### src/rtl/clk_en_serial_tx_if.sv
// Parallel-word valid/ready handshake between a word producer and clk_en_serial_tx.
interface clk_en_serial_tx_if #(
  parameter int DATA_W = 8
);
  logic [DATA_W-1:0] in_data;
  logic              in_valid;
  logic              out_ready;

  modport master (output in_data, output in_valid, input out_ready);
  modport slave  (input in_data, input in_valid, output out_ready);
endinterface

### src/rtl/clk_en_serial_tx.sv
// UART-style serial transmitter paced by a single-cycle bit-rate enable strobe,
// fed through a one-entry holding buffer so the next word queues during a frame.
module clk_en_serial_tx #(
  parameter int DATA_W    = 8,
  parameter int PARITY    = 0,
  parameter int STOP_BITS = 1
) (
  input  logic              in_clk,
  input  logic              in_rst,
  input  logic              in_clk_en,
  clk_en_serial_tx_if.slave bus,
  output logic              out_txd,
  output logic              out_busy
);
  localparam int CNT_W = $clog2(DATA_W + 1);

  typedef enum logic [2:0] {IDLE, START, DATA, PAR, STOP} state_t;

  state_t            state_q, state_d;
  logic [DATA_W-1:0] buf_q, buf_d;
  logic [DATA_W-1:0] shift_q, shift_d;
  logic              buf_full_q, buf_full_d;
  logic [CNT_W-1:0]  bit_cnt_q, bit_cnt_d;
  logic              stop_cnt_q, stop_cnt_d;
  logic              par_q, par_d;
  logic              txd_q, txd_d;
  logic              busy_q;
  logic              load;

  assign bus.out_ready = ~buf_full_q;
  assign out_txd       = txd_q;
  assign out_busy      = busy_q;

  always_comb begin
    state_d    = state_q;
    buf_d      = buf_q;
    buf_full_d = buf_full_q;
    shift_d    = shift_q;
    bit_cnt_d  = bit_cnt_q;
    stop_cnt_d = stop_cnt_q;
    par_d      = par_q;
    txd_d      = txd_q;
    load       = 1'b0;

    // Accept and load never coincide: accept needs an empty buffer, load a full one.
    if (bus.in_valid && !buf_full_q) begin
      buf_d      = bus.in_data;
      buf_full_d = 1'b1;
    end

    if (in_clk_en) begin
      unique case (state_q)
        IDLE:  load = buf_full_q;
        START: begin
          txd_d     = shift_q[0];
          bit_cnt_d = '0;
          state_d   = DATA;
        end
        DATA: begin
          shift_d   = shift_q >> 1;
          bit_cnt_d = bit_cnt_q + CNT_W'(1);
          if (bit_cnt_q == CNT_W'(DATA_W - 1)) begin
            stop_cnt_d = 1'b0;
            if (PARITY != 0) begin
              txd_d   = par_q;
              state_d = PAR;
            end else begin
              txd_d   = 1'b1;
              state_d = STOP;
            end
          end else begin
            txd_d = shift_d[0];
          end
        end
        PAR: begin
          txd_d      = 1'b1;
          stop_cnt_d = 1'b0;
          state_d    = STOP;
        end
        STOP: begin
          if (STOP_BITS == 2 && !stop_cnt_q) stop_cnt_d = 1'b1;
          else if (buf_full_q)               load       = 1'b1;
          else                               state_d    = IDLE;
        end
        default: state_d = IDLE;
      endcase
    end

    // Parity is captured at load time because the shifter destroys the word.
    if (load) begin
      shift_d    = buf_q;
      par_d      = (PARITY == 2) ? ~^buf_q : ^buf_q;
      buf_full_d = 1'b0;
      txd_d      = 1'b0;
      state_d    = START;
    end
  end

  always_ff @(posedge in_clk or posedge in_rst) begin
    if (in_rst) begin
      state_q    <= IDLE;
      buf_q      <= '0;
      buf_full_q <= 1'b0;
      shift_q    <= '0;
      bit_cnt_q  <= '0;
      stop_cnt_q <= 1'b0;
      par_q      <= 1'b0;
      txd_q      <= 1'b1;
      busy_q     <= 1'b0;
    end else begin
      state_q    <= state_d;
      buf_q      <= buf_d;
      buf_full_q <= buf_full_d;
      shift_q    <= shift_d;
      bit_cnt_q  <= bit_cnt_d;
      stop_cnt_q <= stop_cnt_d;
      par_q      <= par_d;
      txd_q      <= txd_d;
      busy_q     <= (state_d != IDLE);
    end
  end
endmodule

### src/flat_wrapper.sv
// flat-port wrapper written by rule: the top's interface ports become plain ports
module clk_en_serial_tx_flat 
#(
  parameter int DATA_W    = 8,
  parameter int PARITY    = 0,
  parameter int STOP_BITS = 1
)
  (in_clk, in_rst, in_clk_en, out_txd, out_busy, bus_in_data, bus_in_valid, bus_out_ready);
  clk_en_serial_tx_if #(.DATA_W(DATA_W)) bus_i ();
  input  logic in_clk;
  input  logic in_rst;
  input  logic in_clk_en;
  output logic out_txd;
  output logic out_busy;
  input wire logic [$bits(bus_i.in_data)-1:0] bus_in_data;
  input wire logic [$bits(bus_i.in_valid)-1:0] bus_in_valid;
  output wire logic [$bits(bus_i.out_ready)-1:0] bus_out_ready;
  assign bus_i.in_data = bus_in_data;
  assign bus_i.in_valid = bus_in_valid;
  assign bus_out_ready = bus_i.out_ready;
  clk_en_serial_tx #(.DATA_W(DATA_W), .PARITY(PARITY), .STOP_BITS(STOP_BITS)) u_core (.in_clk(in_clk), .in_rst(in_rst), .in_clk_en(in_clk_en), .bus(bus_i), .out_txd(out_txd), .out_busy(out_busy));
endmodule
### config.mk
export PLATFORM = sky130hd
export DESIGN_NAME = clk_en_serial_tx_flat
export DESIGN_NICKNAME = d
export VERILOG_FILES = /design/src/rtl/clk_en_serial_tx_if.sv /design/src/rtl/clk_en_serial_tx.sv /design/src/flat_wrapper.sv
export SDC_FILE = /design/constraint.sdc
export NUM_CORES = 1
export LEC_CHECK = 0
export ABC_CLOCK_PERIOD_IN_PS = 1850
export CORE_AREA = 2 2 54 56
export DETAILED_ROUTE_END_ITERATION = 10
export DIE_AREA = 0 0 56 58
export GPL_TIMING_DRIVEN = 0
export HOLD_SLACK_MARGIN = 0.1
export PLACE_DENSITY_LB_ADDON = 0.15
export SETUP_SLACK_MARGIN = 0.3
export SYNTH_ARGS = -nofsm -noshare
export SYNTH_HDL_FRONTEND = slang
export SYNTH_SLANG_ARGS = --single-unit
### constraint.sdc
create_clock -name in_clk -period 1.85 [get_ports in_clk]
set_clock_uncertainty 0.2 [all_clocks]
set_input_delay 0.4625 -clock in_clk [delete_from_list [all_inputs] [get_ports in_clk]]
set_output_delay 0.4625 -clock in_clk [all_outputs]
set_load 0.03 [all_outputs]
# == Word level (Yosys, flattened, before mapping) ==
# Cells that the tools add are included.
# word_totals
input_bits,12
register_bits,26
# op_classes
mux,18
reduce_logical,12
bitwise,1
eq_ne,5
n_addsub,1
# ops
cell,count
$mux 8,3
$pmux 3 s5,1
$mux 3,4
$pmux 4 s2,1
$reduce_bool 2->1,4
$mux 1,7
$eq 3x2->1 const B,2
$reduce_and 2->1,3
$add 4x1->4 const B,1
$eq 4x3->1 const B,1
$reduce_bool 4->1,1
$eq 3x1->1 const B,1
$eq 3x3->1 const B,1
$logic_not 3->1,1
$pmux 1 s3,1
$reduce_bool 3->1,1
$pmux 1 s2,1
$logic_and 1x1->1,1
$logic_not 1->1,1
$not 1->1,1

# == Longest topological paths before layout ==
# depth
ltp_word,6
mapped_depth,5
depth_no_buf,4

# == Worst setup path after synthesis ==
# Ideal clock, no wire load.
# synth_timing
kind,register to register
startpoint,register u_core.state_q[0]
endpoint,register u_core.shift_q[0]
n_path_buf,2
setup_slack_ns,-0.033
arrival_ns,1.558
stages_incl_launch_ff,6
synth_period_minus_slack_ns,1.883
required_ns,1.525
path_cell_list,dfrtp_1 -> buf_4 -> nor4bb_4 -> buf_4 -> mux2_2 -> mux2_2
# synth_via
elab_chain_cells,5
elab_cells_between_ends,9
# synth_lines
element,line_no,source
"start, declared",clk_en_serial_tx.sv:19,"state_t state_q, state_d;"
"start signal, assigned",clk_en_serial_tx.sv:111,state_q <= state_d;
$eq 3x3->1 or $logic_not 3->1 (tied branches),clk_en_serial_tx.sv:52,unique case (state_q)
$pmux 1 s2,clk_en_serial_tx.sv:52,
$mux 1,clk_en_serial_tx.sv:51,if (in_clk_en) begin
$reduce_bool 2->1 (no source line),-,
$reduce_and 2->1 (no source line),-,
"end signal, assigned",clk_en_serial_tx.sv:114,shift_q <= shift_d;
"end, declared",clk_en_serial_tx.sv:21,"logic [DATA_W-1:0] shift_q, shift_d;"
# Parallel ways exist; a longest one is shown, timed or not.
# A chain may end at the register's enable or synchronous reset.

# == Worst setup path after layout ==
# Ends and elaborated chain as after synthesis.

==> reports/qor.yml <==
outcome: "finished, violations left"
violations: "setup timing"
layout_commonest_cell: "dfrtp_1"
arrival_ps: 1880
cts-root-buf: "clkbuf_4"
ant_nets: 0
final_nets: 148
vdd_drop_max_mv: 1.04
cts.sinks: 26
power_density_nw_per_um2: 1650
clockBufferDepth: 2
areaGrowthSynthToFinish_pct: 41.2
numCtsBuffers: 3
antenna_found_initial: 0
synth-edff-count: 0
die_x_um: 56
io_buffer_count: 14
ys.flop_type: "dfrtp_1"
final-max-slew-violation-count: 0
clock_latency_ps: 320
rsz0062_at_grt: "yes"
worstPathMaxFanout: 8
clock.fmax_mhz: 538
path_class: "flop to flop"
setup_viol: 6
dp_hpwl_mm: 1.57
postCtsHoldBufs: 0
syn_avg_cell_area_um2: 12.2
hold_violations: 0
die_h_um: 58
coreArea_um2: 2660
viasPerCell: 5.61
finalWirelength_mm: 2.70
io-pin-count: 15
relSlewSlack: 0.624
grt_pass1_wl_mm: 4.33
place_congestion: 0.760
dr.pass1.iters: 4
synth-seq-area-share: 0.512
detail_route.wl_per_cell_um: 16.4
synth_warnings: 0
power_uw: 2960
endpoint_kind: "flop"
holdWs_ps: 314
initial_core_util: 0.478
fillCellCount: 200
drtIter0Drc: 18
drive_above_1_share: 0.470
final_cell_mix: "dfrtp_1 (24), mux2_4 (22), buf_6 (10), clkdlybuf4s50_1 (9), buf_4 (7)"
cp-start-kind: "flop"
synth-async-reset-ratio: 1.00
leakage_uw: 0.000824
timing.final.crit_share: 1.00
die-area_um2: 3250
num_rows: 19
antenna_cells: 0
ys_seq_elements: 26
utilization: 0.675
fin_crit_ps: 1860
globalRouteOverflowTotal: 0
cts_tree: "done"
path_clk_slew_ps: 140
first_global_vias: 961
cts_max_level: 1
drcViolationCount: 0
synthesis.area_um2: 1270
setup_ws_ps: -7.48
ys_types: 33
synth_nets: 117
worstMarginPinSlew_ps: 562
syn_inst: 104
cp.required_ps: 1870
drv_cap: 0
num_vias: 926
track_usage: 0.173
grt_max_degree: 27
hold_class: "flop to flop"
==> area by class of cell <==
cell class                      count  area [um2]  area share
Sequential cell                    26         653       0.364
Tap cell                           31        38.8      0.0216
Multi-Input combinational cell     66         727       0.405
Inverter                            7        30.0      0.0167
Timing Repair Buffer               26         263       0.146
Buffer                              5        58.8      0.0327
Clock buffer                        4        26.3      0.0146
==> path summary, 6_finish.rpt <==
path / start / endpoint / slack (ps) / cells past startpoint
worst min register to register: u_core.buf_q[7] / u_core.shift_q[7] / 310 / 2
worst min-delay path: u_core.buf_q[7] / u_core.shift_q[7] / 310 / 2
worst max register to register: u_core.state_q[0] / u_core.shift_q[0] / -7 / 5
worst max-delay path: u_core.state_q[0] / u_core.shift_q[0] / -7 / 5
min in group asynchronous: in_rst / u_core.buf_q[4] / 320 / 2
max in group asynchronous: in_rst / u_core.out_txd / 770 / 2
==> power breakdown <==
part	switching, uW	internal (uW)
sequential	211	840
clock	164	84.3
combinational	652	1010
==> critical path: stages (launching register included) <==
cell      delay [ps]
dfrtp_1          400
buf_6            120
nor4bb_4         290
buf_6            200
mux2_4           310
mux2_4           250
==> cells in the mapped netlist, types with 2 or more instances <==
| cell | instances | area (um2) |
|---|---|---|
| a21oi_1 | 3 | 15.0 |
| a22oi_1 | 2 | 15.0 |
| buf_4 | 2 | 15.0 |
| clkbuf_1 | 3 | 11.3 |
| dfrtp_1 | 25 | 626 |
| inv_1 | 7 | 26.3 |
| mux2_2 | 22 | 248 |
| nand2_1 | 3 | 11.3 |
| nand2b_1 | 3 | 18.8 |
| nor2_1 | 2 | 7.51 |
| nor2b_1 | 4 | 25.0 |
| o21ai_0 | 6 | 30.0 |
| o2bb2ai_1 | 2 | 17.5 |
==> routing by layer <==
| metal | vias to the layer above | routed length, um | GRT usage | part of all wire |
|---|---|---|---|---|
| met4 | 0 | 41 | 0.0612 | 0.015 |
| met3 | 6 | 81 | 0.0201 | 0.030 |
| met1 | 467 | 1240 | 0.226 | 0.46 |
| met5 | - | 0 | 0 | 0 |
| li1 | 432 | - | - | - |
| met2 | 21 | 1340 | 0.301 | 0.50 |
==> state kept, by name, indices dropped and copies added, names as in the netlist <==
register	count
u_core.buf_full_q	1
u_core.shift_q	8
u_core.state_q	3
u_core.out_txd	1
u_core.buf_q	8
u_core.out_busy	1
u_core.bit_cnt_q	4
==> stage by stage <==
| stage | setup WS (ps) | setup TNS (ps) | area (um2) | instances |
|---|---|---|---|---|
| after floorplan | 25.4 | 0 | 1340 | 104 |
| after global placement | -631 | -9050 | 1520 | 149 |
| after detailed placement | -643 | -10420 | 1520 | 149 |
| after CTS | -22.1 | -112 | 1690 | 162 |
| after global routing | -93.4 | -555 | 1800 | 165 |
| final | -7.48 | -28.2 | 1800 | 165 |
==> what timing repair did <==
action,4_1_cts,5_1_grt
resized for setup,42,27
endpoints found under the setup margin,28,20
pin swaps,4,1
endpoints found under the hold margin,0,0
buffers inserted,9,3
==> kinds of logic after synthesis <==
logic type / after synthesis / share of synthesized area
adder cells (fa/ha/maj): 1 / 0.00983
multiplexers: 23 / 0.203
AND/OR/NAND/NOR: 21 / 0.113
flip-flops: 26 / 0.512
buffers and inverters: 12 / 0.0413
AO/OA/AOI/OAI: 21 / 0.121
Note: power is estimated with default switching activity, not from simulation.
==> edit 1: new RTL, same settings <==
Re-encode `state_t` (5 states) as one-hot, 5 bits wide.
--- a/src/rtl/clk_en_serial_tx.sv
+++ b/src/rtl/clk_en_serial_tx.sv
@@ -16,3 +16,3 @@
 
-  typedef enum logic [2:0] {IDLE, START, DATA, PAR, STOP} state_t;
+  typedef enum logic [4:0] {IDLE = 5'b00001, START = 5'b00010, DATA = 5'b00100, PAR = 5'b01000, STOP = 5'b10000} state_t;
 
Function: same outputs for any inputs over 10 cycles, from zero or initial values and one cycle with in_rst high; not proved beyond that.
==> edit 1 against the original RTL <==
Count of clock-buffer cells in the layout shrank 1; synthesized cell count rose by 23%; worst setup slack gained 0.029 ns; via count is 13% higher; sequential cell count is 2 higher; synthesized area grew 4.5%; design area up 5.1%; critical endpoint is now u_core.shift_q[7]; sequential share of layout area is 1.1 points higher; critical path depth did not move; highest routed layer unchanged; routed wire length is 9.3% higher; sequential power rose by 5%; total power is 5.3% lower.
==> edit 1: results (changes against the original RTL) <==
| Metric | This run | Unit | Change |
|:---|:---|:---|:---|
| Crit path max-delay family | compound AO/OA/AOI/OAI gates | - |  |
| DRT iter0 DRCs | 20 | - | +2 |
| Met2 Track Usage GR | 33.6 | % | +3.5 points |
| Gr usage total | 19.1 | % | +1.8 points |
| Cell types occupying the most area after synthesis | dfrtp_1 49%, mux2_2 6.8%, dfstp_2 4.0% | - |  |
| Total number of nets in the final design | 175 | - | +18% |
| Share of final-layout standard cells stronger than drive strength 1 | 44.7 | % | -2.3 points |
| Class of the tightest hold or removal check | input pin to flop | - |  |
| Met3 demand-to-capacity share in global routing | 3.35 | % | +1.3 points |
| Setup slack, reg-to-reg | 0.02 | ns | +0.03 ns |
| Routed met3 length | 92 | um | +14% |
| Placed Area | 0.00152 | mm2 | +0.17% |
| Static Leak | 0.000844 | uW | +2.4% |
| Detailed route wirelength on metal2 | 1570 | um | +17% |
| DP HPWL | 1790 | um | +14% |
| Fraction of synthesized area in multiplexers | 7.53 | % | -13 points |
| Critical-path maximum fanout | 7 | - | -1 |
| Setup TNS | 0 | ns | +0.0282 ns |
| Post-Synth XOR/XNOR Area | 1.32 | % | +1.3 points |
| Share of synthesized cell area in full adder, half adder and majority cells | 0.941 | % | -0.043 points |
| Syn nets | 141 | - | +21% |
| Met1 usage in global routing | 24.3 | % | +1.7 points |
| Slowest cell on the critical path | dfrtp_2 | - |  |
| Delay of the slowest critical-path stage | 0.50 | ns | +0.10 ns |
| Sequential-to-total area share from yosys stat | 52.9 | % | +1.6 points |
| Worst max-slew margin expressed relative to the limit | 59.8 | % | -2.6 points |
| Number of unique standard cell types used by synthesis | 39 | - | +18% |
| Largest net degree at the start of global routing | 29 | - | +7.4% |
| Final RePlAce weighted congestion | 0.798 | - | +5.0% |
| Largest registers in the final layout | u_core.buf_q: 8 flops, u_core.shift_q: 8 flops, u_core.state_q: 5 flops | - |  |
| Most instantiated cells after synthesis | 26 x dfrtp_1, 13 x nor2_1, 11 x inv_1, 10 x a21oi_1, 8 x mux2_2 | - |  |
| Critical path data arrival time | 1.85 | ns | -0.03 ns |
| Result of the run | finished, final reports clean | - |  |
| WL final | 2950 | um | +9.3% |
-- edit 1: cell types whose count changed after synthesis, sizes merged, moves of 3 or more --
cell,unedited run,this run
nand2,3,9
nor2,2,14
mux2,22,8
nand3,0,5
inv,7,11
a21oi,3,11
o22ai,0,7
nor2b,4,1
-- edit 1: cell type report --
type	instances	area, um2
Clock inverter	1	30.0
Buffer	4	48.8
Timing Repair Buffer	29	282
Inverter	11	45.0
Sequential cell	28	707
Tap cell	31	38.8
Multi-Input combinational cell	85	714
Clock buffer	3	22.5
Fill cell	199	774
-- edit 1: cells by family (layout without fill, tap and decap cells) --
logic type                 count (synthesis)  after routing
buffers and inverters                     15             48
DFF                                       28             28
xor gates and xnor gates                   2              2
AOI/OAI and AO/OA                         32             32
and+or+nand+nor                           41             41
adders and majority gates                  1              1
muxes                                      9              9
-- edit 1: path summary, 6_finish.rpt --
path                              startpoint                 to  cells after the start
setup / recovery           u_core.state_q[3]  u_core.shift_q[7]                      5
setup reg to reg           u_core.state_q[3]  u_core.shift_q[7]                      5
max in group asynchronous             in_rst  u_core.state_q[1]                      2
hold / removal                  bus_in_valid  u_core.buf_full_q                      3
hold reg to reg              u_core.buf_q[4]  u_core.shift_q[4]                      2
min in group asynchronous             in_rst  u_core.buf_full_q                      2
-- edit 1: stage by stage --
stage,cells,worst slack [ns],hold slack (ns)
after floorplan,128,0.158,0.246
after global placement,173,-0.352,0.275
after detailed placement,173,-0.329,0.286
after CTS,191,0.0508,0.314
after global routing,192,-0.0322,0.224
final,192,0.0220,0.219
-- edit 1: report_power, final --
| part | internal [uW] | switching (uW) |
|---|---|---|
| clock | 219 | 174 |
| combinational | 686 | 625 |
| sequential | 891 | 210 |
| total | 1800 | 1010 |
==> edit 2: new RTL, config.mk and constraints unchanged <==
Without the edit above. `PARITY` is set to 0 in 2 places; all go to 1.
--- a/src/rtl/clk_en_serial_tx.sv
+++ b/src/rtl/clk_en_serial_tx.sv
@@ -4,3 +4,3 @@
   parameter int DATA_W    = 8,
-  parameter int PARITY    = 0,
+  parameter int PARITY    = 1,
   parameter int STOP_BITS = 1
--- a/src/flat_wrapper.sv
+++ b/src/flat_wrapper.sv
@@ -4,3 +4,3 @@
   parameter int DATA_W    = 8,
-  parameter int PARITY    = 0,
+  parameter int PARITY    = 1,
   parameter int STOP_BITS = 1
Behaviour: same outputs for any inputs over 10 cycles, from zero or initial values and one cycle with in_rst high; that may be too few to reach the edited logic, so the function may still have changed.
==> edit 2 against the original RTL <==
Worst setup slack improved by 0.17 ns; routed wire length increased by 6.0%; synthesized cell count grew 22%; synthesized area increased by 8.9%; via count is 15% higher; total power grew 12%; design area increased by 2.4%; sequential cell count increased by 1; critical endpoint is now out_txd.
==> edit 2: results (changes against the original RTL) <==
| Metric | This run | Unit | Change |
|:---|:---|:---|:---|
| Class of the tightest hold or removal check | input pin to flop | - |  |
| DRT iter0 DRCs | 41 | - | +23 |
| Static Leak | 0.000825 | uW | +0.12% |
| Number of unique standard cell types used by synthesis | 38 | - | +15% |
| Critical-path maximum fanout | 2 | - | -6 |
| Global-route wire length before repair | 4780 | um | +10% |
| Largest net degree at the start of global routing | 28 | - | +3.7% |
| Result of the run | finished, final reports clean | - |  |
| Total clock buffers created by CTS | 3 | - | unchanged |
| Most instantiated cells after synthesis | 26 x dfrtp_1, 15 x nand2_1, 12 x o21ai_0, 8 x mux2_2 | - |  |
| Number of global-route vias before repair | 1081 | - | +12% |
| Sequential-to-total area share from yosys stat | 48.8 | % | -2.4 points |
| Slowest cell on the critical path | dfstp_2 | - |  |
| Via count normalized by instance count | 5.53 | - | -1.4% |
| Met1 usage in global routing | 22.6 | % | unchanged |
| Cell types occupying the most area after synthesis | dfrtp_1 47%, mux2_2 6.5%, mux2i_1 5.1% | - |  |
| Delay of the slowest critical-path stage | 0.57 | ns | +0.17 ns |
| Post-synth top flop | dfrtp_1 | - |  |
| Number of antenna violations at the first check in global routing | 0 | - | unchanged |
| First-pass detailed-route iteration total | 4 | - | unchanged |
| Count of input and output buffers | 13 | - | -1 |
| Met2 Track Usage GR | 35.1 | % | +5.0 points |
| Hold slack final | 0.188 | ns | -0.125 ns |
| DP HPWL | 1790 | um | +14% |
| Total number of nets in the final design | 175 | - | +18% |
| Critical path data arrival time | 1.03 | ns | -0.85 ns |
| Setup slack, reg-to-reg | 0.18 | ns | +0.19 ns |
| Clock insertion delay at the later pin of the skew report | 0.33 | ns |  |
| Share of final-layout standard cells stronger than drive strength 1 | 36.0 | % | -11 points |
| Gr usage total | 18.7 | % | +1.4 points |
| WL final | 2870 | um | +6.0% |
| Clock root buffer master | clkbuf_4 | - |  |
| Crit path max-delay family | flip-flops | - |  |
| Final RePlAce weighted congestion | 0.761 | - | +0.13% |
| Worst IR Drop VDD | 1.41 | mV | +35% |
| Tightest Pin Transition | 0.595 | ns | +0.0327 ns |
| Syn nets | 140 | - | +20% |
-- edit 2: cell types whose count changed after synthesis, sizes merged, moves of 4 or more --
cell,change
buf,+4
mux2,-14
mux2i,+6
nand2,+13
o21ai,+10
xnor2,+7
-- edit 2: through the flow --
stage	setup slack, ns	instances	cell area, um2
floorplan	0.243	127	1390
finish	0.160	192	1840
detailed placement	-0.149	171	1560
CTS	0.159	184	1730
global placement	-0.128	171	1560
global route	0.102	192	1840
-- edit 2: kinds of logic (layout without fill, tap and decap cells) --
family / Yosys count / in the layout / share of synthesized area [%]
compound gates: 31 / 31 / 14.4
fa+ha+maj: 1 / 1 / 0.902
mux: 15 / 15 / 11.6
xor+xnor: 7 / 7 / 4.42
simple gates: 35 / 35 / 14.5
flops: 27 / 27 / 48.8
buf+inv: 11 / 45 / 5.32
-- edit 2: final timing paths --
kind | startpoint | cells past startpoint | to
setup / recovery | u_core.out_txd | 1 | out_txd
hold / removal | bus_in_valid | 2 | u_core.buf_full_q
setup reg to reg | u_core.bit_cnt_q[0] | 5 | u_core.out_txd
hold reg to reg | u_core.shift_q[0] | 2 | u_core.shift_q[0]
max in group asynchronous | in_rst | 2 | u_core.buf_full_q
min in group asynchronous | in_rst | 2 | u_core.state_q[1]
-- edit 2: repair_timing --
action / CTS / global route
buffers inserted: 7 / 8
pin swaps: 4 / 0
resized for setup: 36 / 12
gates cloned: 2 / 0
setup endpoints to repair: 23 / 52
-- edit 2: final cells by class --
class,count,area (um2)
fill,226,822
multi-input combinational,89,683
sequential,27,679
timing repair buffer,30,308
buffer,6,65.1
tap,31,38.8
inverter,5,36.3
clock buffer,3,22.5
clock inverter,1,7.51
-- edit 2: where the power goes --
group | switching, uW | internal (uW)
Clock | 180 | 82.8
Combinational | 878 | 1060
Sequential | 226 | 883
Total | 1280 | 2030
-- edit 2: routing by layer --
| metal | vias up | routed length, um |
|---|---|---|
| met5 | - | 0 |
| met4 | 0 | 30 |
| met3 | 4 | 93 |
| met2 | 17 | 1490 |
| met1 | 533 | 1250 |
| li1 | 508 | - |
